$ cat src/rtl/audio_sample_frontend.sv
// audio_sample_frontend
//   Bridges the audio codec read port to the ColorChord DFT sample input.
//   Each codec sample pair is popped with a single codecRead pulse, summed
//   (L+R), scaled by 2^-8 with saturation to 16 bits, and queued in a small
//   FIFO that the DFT drains with doingRead. A decaying peak meter drives
//   the LED level output.
//
//   Optional feature: define SAMPLE_DC_BLOCK_EN to insert a DC-blocking
//   high-pass stage after saturation (one extra cycle of latency).
//
// Ports
//   clk          single clock for both codec and DFT sides
//   rst          synchronous, active-high reset
//   codecReady   codec has a sample pair available
//   codecLeft    signed 24-bit left sample
//   codecRight   signed 24-bit right sample
//   codecRead    one-cycle pop pulse to the codec
//   doingRead    DFT pops the head sample this cycle
//   sampleReady  FIFO non-empty
//   inputSample  signed 16-bit head of FIFO (holds last head when empty)
//   level        10-bit decaying peak level
//   overflow     sticky: a sample was waiting while the FIFO was full
module audio_sample_frontend #(
  parameter int unsigned DEPTH       = 8,
  parameter int unsigned DECAY_SHIFT = 4,
  parameter int unsigned DC_SHIFT    = 10
) (
  input  logic        clk,
  input  logic        rst,
  input  logic        codecReady,
  input  logic [23:0] codecLeft,
  input  logic [23:0] codecRight,
  output logic        codecRead,
  input  logic        doingRead,
  output logic        sampleReady,
  output logic [15:0] inputSample,
  output logic [9:0]  level,
  output logic        overflow
);

  localparam int unsigned AW = $clog2(DEPTH);
  localparam int unsigned CW = AW + 1;
  localparam int unsigned OW = CW + 1;

  if ((DEPTH < 2) || ((DEPTH & (DEPTH - 1)) != 0)) begin : g_depth_chk
    $error("DEPTH must be a power of 2 and at least 2");
  end
  if ((DC_SHIFT < 1) || (DC_SHIFT > 15)) begin : g_dc_chk
    $error("DC_SHIFT must be in 1..15");
  end

  typedef enum logic {
    S_IDLE = 1'b0,
    S_HOLD = 1'b1
  } state_t;

  function automatic logic [15:0] sat17(input logic [16:0] v);
    if (v[16] != v[15]) sat17 = v[16] ? 16'h8000 : 16'h7FFF;
    else                sat17 = v[15:0];
  endfunction

  state_t        state_q, state_d;
  logic          codec_read_q, codec_read_d;
  logic [23:0]   lat_l_q, lat_l_d;
  logic [23:0]   lat_r_q, lat_r_d;
  logic          lat_valid_q, lat_valid_d;
  logic [15:0]   cond_q, cond_d;
  logic          cond_valid_q, cond_valid_d;
  logic [15:0]   mem_q [DEPTH];
  logic [15:0]   mem_d [DEPTH];
  logic [AW-1:0] wr_ptr_q, wr_ptr_d;
  logic [AW-1:0] rd_ptr_q, rd_ptr_d;
  logic [CW-1:0] count_q, count_d;
  logic [15:0]   last_q, last_d;
  logic [9:0]    level_q, level_d;
  logic          overflow_q, overflow_d;

  logic [24:0]   sum;
  logic [15:0]   wr_data;
  logic          wr_en;
  logic          pop;
  logic [OW-1:0] occ;
  logic [15:0]   mag;
  logic [9:0]    lev_a;
  logic [9:0]    lev_decay;

`ifdef SAMPLE_DC_BLOCK_EN
  localparam int unsigned ACCW = 16 + DC_SHIFT;

  logic [ACCW-1:0] acc_q, acc_d;
  logic [15:0]     dc_q, dc_d;
  logic            dc_valid_q, dc_valid_d;
  logic [15:0]     acc_fb;
  logic [16:0]     dc_diff;

  // acc tracks the DC component scaled by 2^DC_SHIFT; acc_fb is the
  // current DC estimate subtracted from the sample.
  always_comb begin
    acc_fb     = 16'($signed(acc_q) >>> DC_SHIFT);
    dc_diff    = {cond_q[15], cond_q} - {acc_fb[15], acc_fb};
    acc_d      = acc_q;
    dc_d       = dc_q;
    dc_valid_d = cond_valid_q;
    if (cond_valid_q) begin
      acc_d = acc_q + {{(ACCW-16){cond_q[15]}}, cond_q}
                    - {{(ACCW-16){acc_fb[15]}}, acc_fb};
      dc_d  = sat17(dc_diff);
    end
  end

  always_ff @(posedge clk) begin
    if (rst) begin
      acc_q      <= '0;
      dc_q       <= '0;
      dc_valid_q <= 1'b0;
    end else begin
      acc_q      <= acc_d;
      dc_q       <= dc_d;
      dc_valid_q <= dc_valid_d;
    end
  end

  assign wr_en   = dc_valid_q;
  assign wr_data = dc_q;
  assign occ     = {1'b0, count_q} + OW'(lat_valid_q) + OW'(cond_valid_q)
                 + OW'(dc_valid_q);
`else
  assign wr_en   = cond_valid_q;
  assign wr_data = cond_q;
  assign occ     = {1'b0, count_q} + OW'(lat_valid_q) + OW'(cond_valid_q);
`endif

  // Capture FSM: occupancy includes samples still in the pipeline so the
  // FIFO can never be overrun by an already-issued read.
  always_comb begin
    state_d      = state_q;
    codec_read_d = 1'b0;
    lat_valid_d  = 1'b0;
    lat_l_d      = lat_l_q;
    lat_r_d      = lat_r_q;
    overflow_d   = overflow_q;
    unique case (state_q)
      S_IDLE: begin
        if (codecReady) begin
          if (occ < OW'(DEPTH)) begin
            codec_read_d = 1'b1;
            lat_valid_d  = 1'b1;
            lat_l_d      = codecLeft;
            lat_r_d      = codecRight;
            state_d      = S_HOLD;
          end else begin
            overflow_d = 1'b1;
          end
        end
      end
      S_HOLD: state_d = S_IDLE;
    endcase
  end

  // Conditioning: 25-bit sum, arithmetic shift by 8, saturate to 16 bits.
  always_comb begin
    sum          = {lat_l_q[23], lat_l_q} + {lat_r_q[23], lat_r_q};
    cond_valid_d = lat_valid_q;
    cond_d       = cond_q;
    if (lat_valid_q) cond_d = sat17(17'($signed(sum) >>> 8));
  end

  // FIFO
  always_comb begin
    pop      = doingRead && (count_q != '0);
    mem_d    = mem_q;
    wr_ptr_d = wr_ptr_q;
    rd_ptr_d = rd_ptr_q;
    count_d  = count_q;
    last_d   = last_q;
    if (wr_en) begin
      mem_d[wr_ptr_q] = wr_data;
      wr_ptr_d        = wr_ptr_q + AW'(1);
    end
    if (pop) begin
      last_d   = mem_q[rd_ptr_q];
      rd_ptr_d = rd_ptr_q + AW'(1);
    end
    if (wr_en && !pop)      count_d = count_q + CW'(1);
    else if (!wr_en && pop) count_d = count_q - CW'(1);
  end

  // Level meter: -32768 has no positive 16-bit magnitude, so clamp it.
  always_comb begin
    if (wr_data == 16'h8000)  mag = 16'h7FFF;
    else if (wr_data[15])     mag = -wr_data;
    else                      mag = wr_data;
    lev_a     = 10'(mag >> 6);
    lev_decay = level_q - (level_q >> DECAY_SHIFT);
    level_d   = level_q;
    if (wr_en) level_d = (lev_a > lev_decay) ? lev_a : lev_decay;
  end

  always_ff @(posedge clk) begin
    if (rst) begin
      state_q      <= S_IDLE;
      codec_read_q <= 1'b0;
      lat_l_q      <= '0;
      lat_r_q      <= '0;
      lat_valid_q  <= 1'b0;
      cond_q       <= '0;
      cond_valid_q <= 1'b0;
      for (int unsigned i = 0; i < DEPTH; i++) mem_q[i] <= '0;
      wr_ptr_q     <= '0;
      rd_ptr_q     <= '0;
      count_q      <= '0;
      last_q       <= '0;
      level_q      <= '0;
      overflow_q   <= 1'b0;
    end else begin
      state_q      <= state_d;
      codec_read_q <= codec_read_d;
      lat_l_q      <= lat_l_d;
      lat_r_q      <= lat_r_d;
      lat_valid_q  <= lat_valid_d;
      cond_q       <= cond_d;
      cond_valid_q <= cond_valid_d;
      mem_q        <= mem_d;
      wr_ptr_q     <= wr_ptr_d;
      rd_ptr_q     <= rd_ptr_d;
      count_q      <= count_d;
      last_q       <= last_d;
      level_q      <= level_d;
      overflow_q   <= overflow_d;
    end
  end

  assign codecRead   = codec_read_q;
  assign sampleReady = (count_q != '0);
  assign inputSample = sampleReady ? mem_q[rd_ptr_q] : last_q;
  assign level       = level_q;
  assign overflow    = overflow_q;

endmodule

$ cat config.mk
export PLATFORM = sky130hd
export DESIGN_NAME = audio_sample_frontend
export DESIGN_NICKNAME = d
export VERILOG_FILES = /design/src/rtl/audio_sample_frontend.sv
export SDC_FILE = /design/constraint.sdc
export NUM_CORES = 1
export LEC_CHECK = 0
export BUFFER_PORTS_ARGS = -buffer_cell sky130_fd_sc_hd__buf_2
export CORE_MARGIN = 4
export CORE_UTILIZATION = 45
export CTS_CLUSTER_SIZE = 8
export DETAILED_ROUTE_END_ITERATION = 10
export GPL_TIMING_DRIVEN = 0
export PLACE_DENSITY_LB_ADDON = 0.05
export RECOVER_POWER = 25
export SLEW_MARGIN = 20
export SYNTH_ARGS = -nofsm -noshare
export SYNTH_HDL_FRONTEND = slang
export SYNTH_SLANG_ARGS = --single-unit
$ cat constraint.sdc
create_clock -name clk -period 4.95 [get_ports clk]
set_input_delay 0.99 -clock clk [delete_from_list [all_inputs] [get_ports clk]]
set_output_delay 0.99 -clock clk [all_outputs]
set_load 0.1 [all_outputs]
==> results of run 1 <==
[logic make-up after synthesis]
logic type,after synthesis,share of synthesized area
muxes,55,0.08518
buffers and inverters,128,0.04511
and+or+nand+nor,535,0.1979
xor gates and xnor gates,31,0.02429
adders and majority gates,48,0.05485
AOI/OAI and AO/OA,340,0.1786
DFF,231,0.4137
other,1,0.0003355
[cell usage in the layout (no fill, tap or decap), types with 4 or more instances in the layout]
master / synthesis / layout
ha_1: 45 / 45
a21oi_1: 223 / 223
nand2b_1: 6 / 6
mux4_2: 32 / 32
o21ai_0: 24 / 24
mux2i_1: 22 / 22
buf_1: 8 / 8
and3_1: 4 / 4
clkbuf_16: 0 / 35
a21o_1: 14 / 14
buf_4: 4 / 4
xor2_1: 19 / 19
a31oi_1: 10 / 9
o21a_1: 4 / 4
nor3_1: 10 / 10
clkbuf_1: 89 / 90
xnor2_1: 12 / 12
a211oi_1: 25 / 25
nor2b_1: 6 / 6
nand4_1: 8 / 8
nand2_1: 385 / 385
or4_1: 4 / 4
nand3_1: 12 / 12
a311o_1: 9 / 9
buf_2: 1 / 79
nor4_1: 4 / 4
o221a_2: 4 / 4
dfxtp_1: 231 / 231
inv_1: 24 / 24
nor2_1: 76 / 76
and2_1: 5 / 4
[critical path: stages (launching register included)]
cell and delay (ns):
dfxtp_1 0.34, clkbuf_1 0.34, buf_1 0.81, mux4_2 0.66, mux2i_1 0.31, a21oi_1 0.13
buf_2 0.32
[path summary, 6_finish.rpt]
kind,to
min reg2reg,mem_q[116]
max reg2reg,level[1]
max,inputSample[11]
min,mem_q[116]
[stage by stage]
stage            util  setup WS (ns)  total power (W)
5_1_grt        0.5288        0.07176         0.008126
2_1_floorplan       -         0.4738         0.005012
6_report       0.5288         0.5306         0.007707
3_3_place_gp   0.4911         0.3221         0.005669
4_1_cts        0.5285         0.3370         0.007746
3_5_place_dp   0.4911         0.3637         0.005678
[layout make-up]
cell class                 count  area share
buffer                       103     0.03182
clock buffer                  36     0.06820
clock inverter                 2    0.002522
inverter                      25    0.007276
multi-input combinational   1010      0.4695
sequential                   231      0.3586
tap                          324     0.03143
timing repair buffer          79     0.03066
[power by group]
part	switching [W]	internal, W
Clock	0.000801	0.00125
Combinational	0.00267	0.000844
Sequential	0.000110	0.00203
Total	0.00358	0.00412
[flip-flops by register name, summed over array words and instances (netlist names)]
register and flops:
rd_ptr_q 3, cond_q 16, lat_l_q 24, cond_valid_q 1, mem_q 128, last_q 16, overflow 1, count_q 4
level 10, wr_ptr_q 3, lat_r_q 24, state_q 1
[per-layer routing]
layer / wire, um / vias up / global-route usage / part of all wire
met1: 15280 / 4494 / 0.3288 / 0.48
met4: 621 / 2 / 0.05667 / 0.019
li1: - / 4937 / - / -
met2: 14090 / 267 / 0.3448 / 0.44
met3: 2020 / 38 / 0.04218 / 0.063
met5: 13 / - / 0 / 0.00041
[timing repair]
action,4_1_cts,5_1_grt
resized for setup,0,3
endpoints found under the setup margin,0,9
endpoints found under the hold margin,0,0
==> flow_summary.toml, run 1 <==
[synth]
synth_area_sq_um = 11180
post_synth.cell_area_avg_sq_um = 8.165
synth_seq_cells = 231
async_reset_ff_frac = 0
synth_area_leaders = "dfxtp_1, nand2_1, a21oi_1, mux4_2, ha_1"
yosysUniqueCellTypes = 60
ys.warnings.count = 0
ys_seq_area_frac = 0.4137
ys.flop_type = "dfxtp_1"
synth_top_area_share = 0.4137
yosysMostFrequentCell = "nand2_1"
synth_common_cells = "nand2_1, dfxtp_1, a21oi_1"
netlist_instances = 1369
netlist.top_cell.by_area = "dfxtp_1"
synthesis.nets = 1468
synth_edf_count = 0

[critical_path]
crit_type = "flip-flop to output pin"
crit_required_ns = 3.96
crit_fanout = 10
r2r_slack_ns = 0.63
rr_startpoint = "cond_q[3]"
arrival_ns = 3.43
end_kind = "output pin"
reg2reg_depth = 17
start_kind = "flip-flop"
startpoint = "rd_ptr_q[0]"

[sta]
skew_ns = 0.01405
final_hold_viol_count = 0
setup_tns_ns = 0
tightest_slew_ns = 1.036
finalCritPeriodShare = 0.8928
relSlewSlack = 0.3094
maxSlewViolCount = 0
whs_ns = 0.4503
rsz0062_at_grt = "no"
setup_viol_count_final = 0
fin_crit_ns = 4.419
max_freq_mhz = 226.3

[hold_path]
hp-class = "flip-flop to flip-flop"
min_path_cells = 2
worstHoldStart = "mem_q[116]"

[drt]
drc_errors = 0
vias = 9738
dr.pass1.iters = 6
vias_per_cell = 5.380
drt-total-wl_um = 32030
antenna_left = 0
post_drt_wl_per_cell_um = 17.70
drt_iter0_drc = 614

[die]
die_w_um = 165.6
die_h_um = 165.6
core_area_sq_um = 24390
pin_count = 81
start_util = 0.4583
rows = 57
dieArea_sq_um = 27430

[pwr]
p_leak_nw = 4.749
p_per_area_nw_per_um2 = 597.5
ir_drop_uv = 710.2

[finish]
multiInputGateArea_sq_um = 6056
antennaDiodeCount = 0
area.growth.synth_to_final_pct = 15.38
drive_above_1_share = 0.1131
fin_nets = 1583
fill_cells = 2421
fin_area_sq_um = 12900
layout.area.seq_sq_um = 4624
fin_cells = 1810

[place]
dp.cells = 1772
placed_area_sq_um = 11980
port_buffers = 79
hpwl_um = 22950
gp_congestion = 0.8305

[global_route]
grt_max_degree = 11
grt.total_usage = 0.2249
grt_pass1_vias = 9123
antenna_found_initial = 1
grt_first_pass_wirelength_um = 50610
overflow = 0

[cts]
path_clk_slew_ns = 0.05
h-tree-depth = 2
cts_sinks = 231
cts-root-buf = "clkbuf_16"
postCtsHoldBufs = 0
cts_tree = "done"
clk_path_buf_depth = 3
cts_made_buffers = 34
insertion_delay_ns = 0.50
cts_setup_buffers = 0

[run_status]
outcome = "completed"

[flow_run]
maxCapViolCount = 0
Power figures use the tool's default switching activity.
==> run 2: changes to the inputs <==
clock period = 5.4 ns   (was 4.95 ns; I/O delays follow)
==> run 2 against run 1 <==
  * Flip-flop and latch count stayed put
  * Cell area hardly changed
  * Non-clock buffer count stayed put
  * Core utilization hardly changed
  * Clock skew hardly changed
  * Via count is 0.84% lower
  * Clock power is 8% lower
  * Worst setup slack better by 0.17 ns
  * Combinational power is 8.8% lower
  * Critical path depth is 11 higher
  * Critical path type is now flip-flop to flip-flop
  * Largest cell class unchanged
  * Highest routed layer unchanged
==> flow_summary.toml, run 2 (same netlist as run 1, synthesis figures left out) <==
[run_status]
outcome = "completed"

[die]
dieArea_sq_um = 27430
start_util = 0.4583
rows = 57
die_h_um = 165.6
pin_count = 81
core_area_sq_um = 24390
die_w_um = 165.6

[cts]
h-tree-depth = 2
insertion_delay_ns = 0.51
cts-root-buf = "clkbuf_16"
postCtsHoldBufs = 0
cts_tree = "done"
ctsResizeCount = 0
clk_path_buf_depth = 3
cts_sinks = 231
cts_setup_buffers = 0
path_clk_slew_ns = 0.05
cts_made_buffers = 34

[drt]
antenna_left = 0
post_drt_wl_per_cell_um = 17.67
drt-total-wl_um = 31990
drc_errors = 0
vias = 9656
dr.pass1.iters = 5
vias_per_cell = 5.335
drt_iter0_drc = 604

[global_route]
grt_pass1_vias = 9123
grt_first_pass_wirelength_um = 50610
grt.total_usage = 0.2249
grt_max_degree = 11
antenna_found_initial = 1
overflow = 0

[place]
placed_area_sq_um = 11980
port_buffers = 79
gp_congestion = 0.8305
hpwl_um = 22950
dp_slack_ns = 0.8137

[critical_path]
start_kind = "flip-flop"
arrival_ns = 5.06
crit_type = "flip-flop to flip-flop"
rr_startpoint = "cond_q[3]"
startpoint = "cond_q[3]"
end_kind = "flip-flop"
crit_fanout = 10
crit_required_ns = 5.76

[sta]
fin_crit_ns = 4.703
finalCritPeriodShare = 0.8709
setup_viol_count_final = 0
max_freq_mhz = 212.6
rsz0062_at_grt = "no"
skew_ns = 0.01369
relSlewSlack = 0.2963
layout_setup_ws_ns = 0.6969
maxSlewViolCount = 0
tightest_slew_ns = 1.047
setup_tns_ns = 0
final_hold_viol_count = 0

[finish]
fin_area_sq_um = 12890
layout_commonest_cell = "nand2_1"
final_cell_mix = "nand2_1, dfxtp_1, a21oi_1, clkbuf_1, buf_2"
area.growth.synth_to_final_pct = 15.31
top_regs = "mem_q: 128 flops, lat_l_q: 24 flops, lat_r_q: 24 flops"
fin_nets = 1583
drive_above_1_share = 0.1117
fill_cells = 2417
antennaDiodeCount = 0
regMostFlops = "mem_q"
largest_register_ffs = 128

[pwr]
ir_drop_uv = 651.1
p_per_area_nw_per_um2 = 547.3
finalPower_w = 0.007055
p_leak_nw = 4.746

[hold_path]
hp-class = "flip-flop to flip-flop"
worstHoldStart = "mem_q[55]"

[flow_run]
maxCapViolCount = 0
run 2: report_power, final:
part           switching (W)  internal (W)  total (W)
logic                0.00245      0.000768    0.00321
clock network       0.000733       0.00114    0.00188
registers           0.000101       0.00186    0.00196
run 2: critical path, cell delays in order, from the launching register on:
cell and delay [ns]:
dfxtp_1 0.29, clkbuf_1 0.30, nor4_1 0.45, nand4bb_1 0.31, nor4_1 0.42, nand3b_1 0.29, and2_1 0.25, inv_1 0.06
ha_1 0.14, nand4_1 0.10, nor2_1 0.14, a21oi_1 0.08, o211a_1 0.13, a31oi_1 0.70, clkbuf_1 0.46, nand3_1 0.17
a31oi_1 0.20, nor2_1 0.06
run 2: area by class of cell:
class                      instances  area, sq um  share of cell area
buffer                           103        409.1             0.03174
clock buffer                      36        879.6             0.06824
clock inverter                     2        32.53            0.002524
inverter                          25        93.84            0.007280
multi-input combinational       1010         6050              0.4693
sequential                       231         4624              0.3588
tap                              324        405.4             0.03145
timing repair buffer              79        395.4             0.03067
run 2: final timing paths:
path | endpoint | slack, ns | cells after the start
worst min register to register | mem_q[55] | 0.45 | 2
worst max-delay path | level[1] | 0.70 | 17
worst min-delay path | mem_q[55] | 0.45 | 2
worst max register to register | level[1] | 0.70 | 17
run 2: through the flow:
step / util / cells / hold slack [ns]
2_1_floorplan: - / 1369 / 0.4331
3_3_place_gp: 0.4911 / 1772 / 0.4396
3_5_place_dp: 0.4911 / 1772 / 0.4453
4_1_cts: 0.5285 / 1810 / 0.4518
5_1_grt: 0.5285 / 1810 / 0.4687
6_report: 0.5285 / 1810 / 0.4506
run 2: per-layer routing:
| layer | track usage | vias up | wire, um |
|---|---|---|---|
| li1 | - | 4925 | - |
| met2 | 0.3448 | 259 | 14110 |
| met3 | 0.04218 | 38 | 1966 |
| met1 | 0.3288 | 4432 | 15260 |
| met5 | 0 | - | 13 |
| met4 | 0.05667 | 2 | 633 |
